`src/rtl/serial_mult_ctrl_pkg.sv`:
```
// serial_mult_ctrl_pkg: state encoding and counter sizing shared by the serial multiplier
package serial_mult_ctrl_pkg;
    localparam int STATE_W = 2;
    typedef enum logic [STATE_W-1:0] {
        IDLE  = 2'd0,
        ADD   = 2'd1,
        SHIFT = 2'd2,
        DONE  = 2'd3
    } state_t;
    function automatic int clog2(input int n);
        int r;
        r = 0;
        while ((1 << r) < n) r++;
        return r;
    endfunction
endpackage

```
`src/rtl/serial_mult_ctrl_fulladder.sv`:
```
// serial_mult_ctrl_fulladder: single-bit full adder slice
module serial_mult_ctrl_fulladder (
    input  logic x,
    input  logic y,
    input  logic cin,
    output logic sum,
    output logic cout
);
    assign sum  = x ^ y ^ cin;
    assign cout = (x & y) | (cin & (x ^ y));
endmodule

```
`src/rtl/serial_mult_ctrl.sv`:
```
// serial_mult_ctrl: bit-serial shift-add unsigned multiplier built on one full adder slice
module serial_mult_ctrl
    import serial_mult_ctrl_pkg::*;
#(
    parameter int WIDTH = 4
) (
    input  logic               clk,
    input  logic               rst,
    input  logic               start,
    input  logic [WIDTH-1:0]   a,
    input  logic [WIDTH-1:0]   b,
    output logic               busy,
    output logic               done,
    output logic [2*WIDTH-1:0] product
);
    localparam int CW = clog2(WIDTH);
    state_t             state, state_nxt;
    logic [WIDTH-1:0]   mcand;
    logic [2*WIDTH-1:0] p;
    logic               carry;
    logic [CW-1:0]      i_cnt, j_cnt;
    logic               sum, cout;
    logic               last_i, last_j;
    assign last_i = i_cnt == CW'(WIDTH - 1);
    assign last_j = j_cnt == CW'(WIDTH - 1);
    assign busy   = state == ADD || state == SHIFT;
    assign done   = state == DONE;
    // P_hi rotates right through the slice, so bit 0 is always the next addend bit
    serial_mult_ctrl_fulladder u_fa (
        .x    (p[WIDTH]),
        .y    (mcand[j_cnt] & p[0]),
        .cin  (carry),
        .sum  (sum),
        .cout (cout)
    );
    always_comb begin
        state_nxt = state;
        case (state)
            IDLE:    state_nxt = start ? ADD : IDLE;
            ADD:     state_nxt = last_j ? SHIFT : ADD;
            SHIFT:   state_nxt = last_i ? DONE : ADD;
            default: state_nxt = IDLE;
        endcase
    end
    always_ff @(posedge clk or posedge rst) begin
        if (rst) begin
            state   <= IDLE;
            mcand   <= '0;
            p       <= '0;
            carry   <= 1'b0;
            i_cnt   <= '0;
            j_cnt   <= '0;
            product <= '0;
        end else begin
            state <= state_nxt;
            case (state)
                IDLE: if (start) begin
                    mcand <= a;
                    p     <= {{WIDTH{1'b0}}, b};
                    carry <= 1'b0;
                    i_cnt <= '0;
                    j_cnt <= '0;
                end
                ADD: begin
                    p[2*WIDTH-1:WIDTH] <= {sum, p[2*WIDTH-1:WIDTH+1]};
                    carry              <= cout;
                    j_cnt              <= last_j ? '0 : j_cnt + 1'b1;
                end
                SHIFT: begin
                    p     <= {carry, p[2*WIDTH-1:1]};
                    carry <= 1'b0;
                    i_cnt <= last_i ? '0 : i_cnt + 1'b1;
                    // capture the final shifted value so product is valid while done is high
                    if (last_i) product <= {carry, p[2*WIDTH-1:1]};
                end
                default: ;
            endcase
        end
    end
endmodule
```
`config.mk`:
```
export PLATFORM = sky130hd
export DESIGN_NAME = serial_mult_ctrl
export DESIGN_NICKNAME = d
export VERILOG_FILES = /design/src/rtl/serial_mult_ctrl_pkg.sv /design/src/rtl/serial_mult_ctrl_fulladder.sv /design/src/rtl/serial_mult_ctrl.sv
export SDC_FILE = /design/constraint.sdc
export NUM_CORES = 1
export LEC_CHECK = 0
export ABC_CLOCK_PERIOD_IN_PS = 2300
export CORE_ASPECT_RATIO = 0.75
export CORE_MARGIN = 1.5
export CORE_UTILIZATION = 30
export CTS_BUF_LIST = sky130_fd_sc_hd__clkbuf_4
export DETAILED_ROUTE_END_ITERATION = 6
export PLACE_DENSITY = 0.51
export SYNTH_ARGS = -nofsm -noshare
export SYNTH_HDL_FRONTEND = slang
export SYNTH_SLANG_ARGS = --single-unit
```
`constraint.sdc`:
```
create_clock -name clk -period 2.3 [get_ports clk]
set_clock_uncertainty 0.05 [all_clocks]
set_input_delay 0.46 -clock clk [delete_from_list [all_inputs] [get_ports clk]]
set_output_delay 0.46 -clock clk [all_outputs]
set_load 0.02 [all_outputs]
```
# ---- Word level (Yosys, flattened, before mapping)
# Cells that the tools add are included.
dict set report op_classes {
  addsub 2
  n_mul 0
  div_mod_pow 0
  order_cmp 1
  eq_ne 6
  shift 0
  mux 16
  bitwise 6
  n_reduce_logical 10
}
# op n
set op_table {}
lappend op_table {{$pmux W4 S3} 1}
lappend op_table {{$mux W2} 5}
lappend op_table {{$reduce_and A2 Y1} 5}
lappend op_table {{$eq A2 B2 Y1 const B} 4}
lappend op_table {{$mux W8} 1}
lappend op_table {{$pmux W2 S2} 2}
lappend op_table {{$pmux W4 S2} 1}
lappend op_table {{$pmux W2 S3} 1}
lappend op_table {{$add A2 B1 Y2 const B} 2}
lappend op_table {{$reduce_bool A2 Y1} 2}
lappend op_table {{$and A1 B1 Y1} 3}
lappend op_table {{$lt A2 B3 Y1 const B} 1}
lappend op_table {{$mux W1} 3}
lappend op_table {{$pmux W1 S3} 1}
lappend op_table {{$reduce_bool A3 Y1} 1}
lappend op_table {{$bmux W1 S2} 1}
lappend op_table {{$eq A2 B1 Y1 const B} 1}
lappend op_table {{$logic_not A2 Y1} 1}
lappend op_table {{$ne A2 B2 Y1 const B} 1}
lappend op_table {{$xor A1 B1 Y1} 2}
lappend op_table {{$logic_or A1 B1 Y1} 1}
lappend op_table {{$or A1 B1 Y1} 1}
dict set report word_totals {
  regBits 27
  latchBits 0
  mem_bits_rw 0
  romBits 0
  wordCells 49
  memories 0
}

# ---- Logic depth before layout (Yosys ltp)
dict set report logic_depth {
  depth_word 7
  depth_mapped 7
  depth_no_buf 5
}

# ---- Hierarchy
# From an unflattened synthesis, not the netlist that was laid out.
dict set report hier_totals {
  hier_cells 94
  area_unflattened_um2 1287.5
}
# mod n_inst cells_per_inst area_each_um2 seq_area_each_um2
set by_module_without_submodules {}
lappend by_module_without_submodules {serial_mult_ctrl 1 93 1267.5 675.6}
lappend by_module_without_submodules {serial_mult_ctrl_fulladder 1 1 20.0 0.0}

# ---- Worst setup path after synthesis
# Ideal clock, no wire load.
dict set report synth_path {
  path_type {reg2reg}
  startpoint {reg j_cnt[0]}
  endpoint {reg p[7]}
  setup_ps 68
  arrival_ps 1655
  required_ps 2182
  path_slack_ps 527
  stages_incl_launch_ff 6
  path_buffers 0
  period_less_slack_ps 1773
  path_cell_list {dfrtp_1 mux4_2 nand2_1 fa_1 o21ai_0 a32o_1}
}
dict set report synth_via {
  elab_chain_len 6
}
# item line_no
set synth_lines {}
lappend synth_lines {{from (decl)} serial_mult_ctrl.sv:21} ;# logic [CW-1:0] i_cnt, j_cnt;
lappend synth_lines {{from (signal assigned)} serial_mult_ctrl.sv:67} ;# j_cnt <= last_j ? '0 : j_cnt + 1'b1;
lappend synth_lines {{$bmux W1 S2} serial_mult_ctrl.sv:31} ;# .y (mcand[j_cnt] & p[0]),
lappend synth_lines {{$mux W1 (implied by the code)} serial_mult_ctrl.sv:31}
lappend synth_lines {{$and A1 B1 Y1} serial_mult_ctrl.sv:31}
lappend synth_lines {{$xor A1 B1 Y1 (2 in series)} serial_mult_ctrl_fulladder.sv:9} ;# assign sum = x ^ y ^ cin;
lappend synth_lines {{$pmux W4 S3} serial_mult_ctrl.sv:56} ;# case (state)
lappend synth_lines {{to (signal assigned)} serial_mult_ctrl.sv:59} ;# p <= {{WIDTH{1'b0}}, b};
lappend synth_lines {{to (signal, indexed assignment)} serial_mult_ctrl.sv:65} ;# p[2*WIDTH-1:WIDTH] <= {sum, p[2*WIDTH-1:WIDTH+1]};
lappend synth_lines {{to (signal assigned)} serial_mult_ctrl.sv:70} ;# p <= {carry, p[2*WIDTH-1:1]};
lappend synth_lines {{to (decl)} serial_mult_ctrl.sv:19} ;# logic [2*WIDTH-1:0] p;
# No other way between the ends. The select of a mux whose other input is x is not followed.
# A chain may end at the register's enable or synchronous reset.

# ---- Worst setup path after layout
dict set report layout_path {
  startpoint {reg state[0]}
  endpoint {out done}
}
dict set report layout_via {
  elab_chain_len 1
}
# item line_no
set layout_lines {}
lappend layout_lines {{from (decl)} serial_mult_ctrl.sv:17} ;# state_t state, state_nxt;
lappend layout_lines {{from (signal assigned)} serial_mult_ctrl.sv:55} ;# state <= state_nxt;
lappend layout_lines {{$eq A2 B2 Y1} serial_mult_ctrl.sv:27} ;# assign done = state == DONE;
lappend layout_lines {{to (decl)} serial_mult_ctrl.sv:13} ;# output logic done,
# No other way between the ends.

==> metrics.cfg <==
[yosys]
synthesis.instances = 96
ys_warn_count = 0
synth-seq-area-share = 0.5438
ys_types = 25
yosysTopAreaCellShare = 0.5438
ys_ff_latch = 27
synth_area_um2 = 1242
netlist_top_cells_area = dfrtp_1, mux2_2, ha_1
syn-mean-instance-area_um2 = 12.94
syn-num-nets = 114
yosys.area.top_type = dfrtp_1

[clocking]
htree_levels = 1
clock_tree.root_cell = clkbuf_4
cts.path.max_buffers = 2
postCtsSetupRepairBufs = 0
clk_pin_slew_ns = 0.16
clkLatencyLatePin_ns = 0.33
cts_tree = yes
cts.sink_count = 27
cts_made_buffers = 3

[die]
ioPinCount = 21
die_h_um = 58.73
row_count = 20
core_area_um2 = 4004
start_util = 0.3103
dieArea_um2 = 4540
die_w_um = 77.31

[critical_path]
cp-start-kind = flop
reg2reg_slack_ns = 0.43
crit_required_ns = 1.79
crit_type = flop to output port
cp_cell_sequence = ha_1 -> clkdlybuf4s50_1
slowest_stage = clkdlybuf4s50_1
critical_path.max_fanout = 3
cp.arrival_ns = 1.53
end_kind = output port
slowest_delay_ns = 0.61

[routing]
wl_mm = 2.383
post_drt_wl_per_cell_um = 13.77
drc = 0
vias = 808
vias_per_cell = 4.671
detail-route-antenna-nets = 0
firstDrtPassIters = 4
drt_first_iter_violations = 22

[cells_and_area]
antennaDiodeCount = 0
num-fill-cells = 408
multi_input_area_um2 = 511.7
syn_to_final_growth_pct = 22.86
regArea_um2 = 675.6
drive_gt1_frac = 0.1695
fin_nets = 137

[timing]
hold_viol = 0
period_share = 0.8883
period_needed_ns = 2.043
worst_slew_pin_slew_ns = 0.4606
slew_headroom = 0.6842
tns_ns = 0
slew_violations = 0
finalSetupViolCount = 0
rsz0062_at_grt = no
max_clock_freq_mhz = 489.5

[run]
maxCapViolCount = 0

[grt]
grt_antenna_before_repair = 0
grt_pass1_wl_mm = 4.215
grt_pass1_vias = 828
grt_max_degree = 28
gr-total-overflow = 0
grt_usage = 0.1236

[pwr]
p_int_mw = 0.9680
powerDensity_nw_per_um2 = 984.4
switching_share = 0.3558
power_switching_mw = 0.5346
leakagePower_nw = 0.6687
seqPwrFrac = 0.462
finalPower_mw = 1.503
comb_power_share = 0.395
ir_worst_vdd_mv = 0.4511
clkPwrFrac = 0.143

[placement]
dpl.hpwl_mm = 1.745
portBuffers = 20
place_congestion = 0.7043

[status]
status = finished clean

[worst_hold_path]
hold_path_class = input pin to async pin

[stage by stage]
step	util	setup slack [ns]	cell area [um2]	hold WS (ns)	instances
finish	0.3813	0.2570	1526	0.4240	173
global route	0.3813	0.1755	1526	0.4609	173
global placement	0.3741	0.3800	1498	0.4274	169
floorplan	-	0.5267	1242	0.4082	96
detailed placement	0.3741	0.3373	1498	0.4383	169
CTS	0.3813	0.2305	1526	0.4272	173
[cells in the final DEF, fill, tap and decap left out]
| cell type | count |
|---|---|
| dfrtp_1 | 27 |
| clkdlybuf4s50_1 | 19 |
| mux2_2 | 10 |
| nand2_1 | 8 |
| inv_1 | 7 |
| ha_1 | 6 |
| o21ai_0 | 4 |
| a32o_1 | 4 |
| o32a_1 | 3 |
| o21a_1 | 3 |
| a22o_1 | 3 |
| a21oi_1 | 3 |
| clkbuf_4 | 3 |
| nand2_2 | 2 |
| mux2i_1 | 2 |
| o31ai_1 | 2 |
| buf_4 | 2 |
| nand2b_1 | 1 |
| mux2_4 | 1 |
| o211a_1 | 1 |
| mux4_2 | 1 |
| o32ai_1 | 1 |
| a31oi_1 | 1 |
| nor2_1 | 1 |
| fa_1 | 1 |
| clkinvlp_4 | 1 |
| dlygate4sd2_1 | 1 |
[worst paths after layout]
kind                               start          to  cells after the start
worst max-delay path            state[0]        done                      2
worst max register to register  j_cnt[0]        p[7]                      5
max in group asynchronous            rst    state[1]                      3
worst min-delay path                 rst  product[2]                      3
min in group clk                i_cnt[0]    i_cnt[0]                      1
worst min register to register  i_cnt[0]    i_cnt[0]                      1
[flip-flops by register name, indices dropped and copies added (netlist names)]
register  cells
carry         1
i_cnt         2
j_cnt         2
mcand         4
p             8
product       8
state         2
[critical path, delay by kind of cell, from the launching register on]
| kind | cells | cell delay, ns |
|---|---|---|
| flip-flops | 1 | 0.40 |
| buffers and inverters | 1 | 0.61 |
| adder cells (fa/ha/maj) | 1 | 0.20 |
[cell usage after synthesis]
cell type	number
nor2_1	1
buf_2	2
nand2_1	8
mux2_4	1
inv_1	7
o211a_1	1
o21a_1	3
dfrtp_1	27
a31oi_1	1
a22o_1	3
o31ai_1	2
ha_1	6
buf_4	1
fa_1	1
nand2b_1	1
nand2_2	2
o32a_1	3
mux2i_1	2
a21oi_1	3
buf_6	1
o21ai_0	4
mux2_2	10
a32o_1	4
mux4_2	1
o32ai_1	1
[area by class of cell]
cell class,count,area share
repair buffers,22,0.1402
flip-flops and latches,27,0.4426
well taps,55,0.04508
clock buffers,3,0.01475
inverters,7,0.01721
multi-input cells,58,0.3352
clock inverters,1,0.004918
[cells by family (layout without fill, tap and decap cells)]
kind of cell,count (synthesis),count (layout),synth area share
flops,27,27,0.5438
compound gates,25,25,0.1561
mux,14,14,0.1370
simple gates,12,12,0.04230
buf+inv,11,33,0.04432
fa+ha+maj,7,7,0.07653
[layer usage]
| metal | share of wire | vias up | track usage | wire (um) |
|---|---|---|---|---|
| met4 | 0.0038 | 0 | 0.02338 | 9 |
| met1 | 0.50 | 391 | 0.1676 | 1185 |
| met5 | 0 | - | 0 | 0 |
| met3 | 0.063 | 2 | 0.04651 | 149 |
| li1 | - | 394 | - | - |
| met2 | 0.44 | 21 | 0.1917 | 1038 |
[power by group through the flow]
stage | clock [mW] | combinational (mW) | sequential, mW
after global routing | 0.243 | 0.669 | 0.719
after floorplan | 0 | 0.495 | 0.676
after global placement | 0 | 0.594 | 0.708
after detailed placement | 0 | 0.610 | 0.708
after CTS | 0.230 | 0.603 | 0.698
final | 0.214 | 0.594 | 0.695
[what timing repair did]
| item | in CTS | in global routing |
|---|---|---|
| endpoints found under the hold margin | 0 | 0 |
| resized for setup | 1 | 0 |
| hold buffers | 0 | 0 |
| endpoints found under the setup margin | 1 | 0 |
Note: power is estimated with default switching activity, not from simulation.
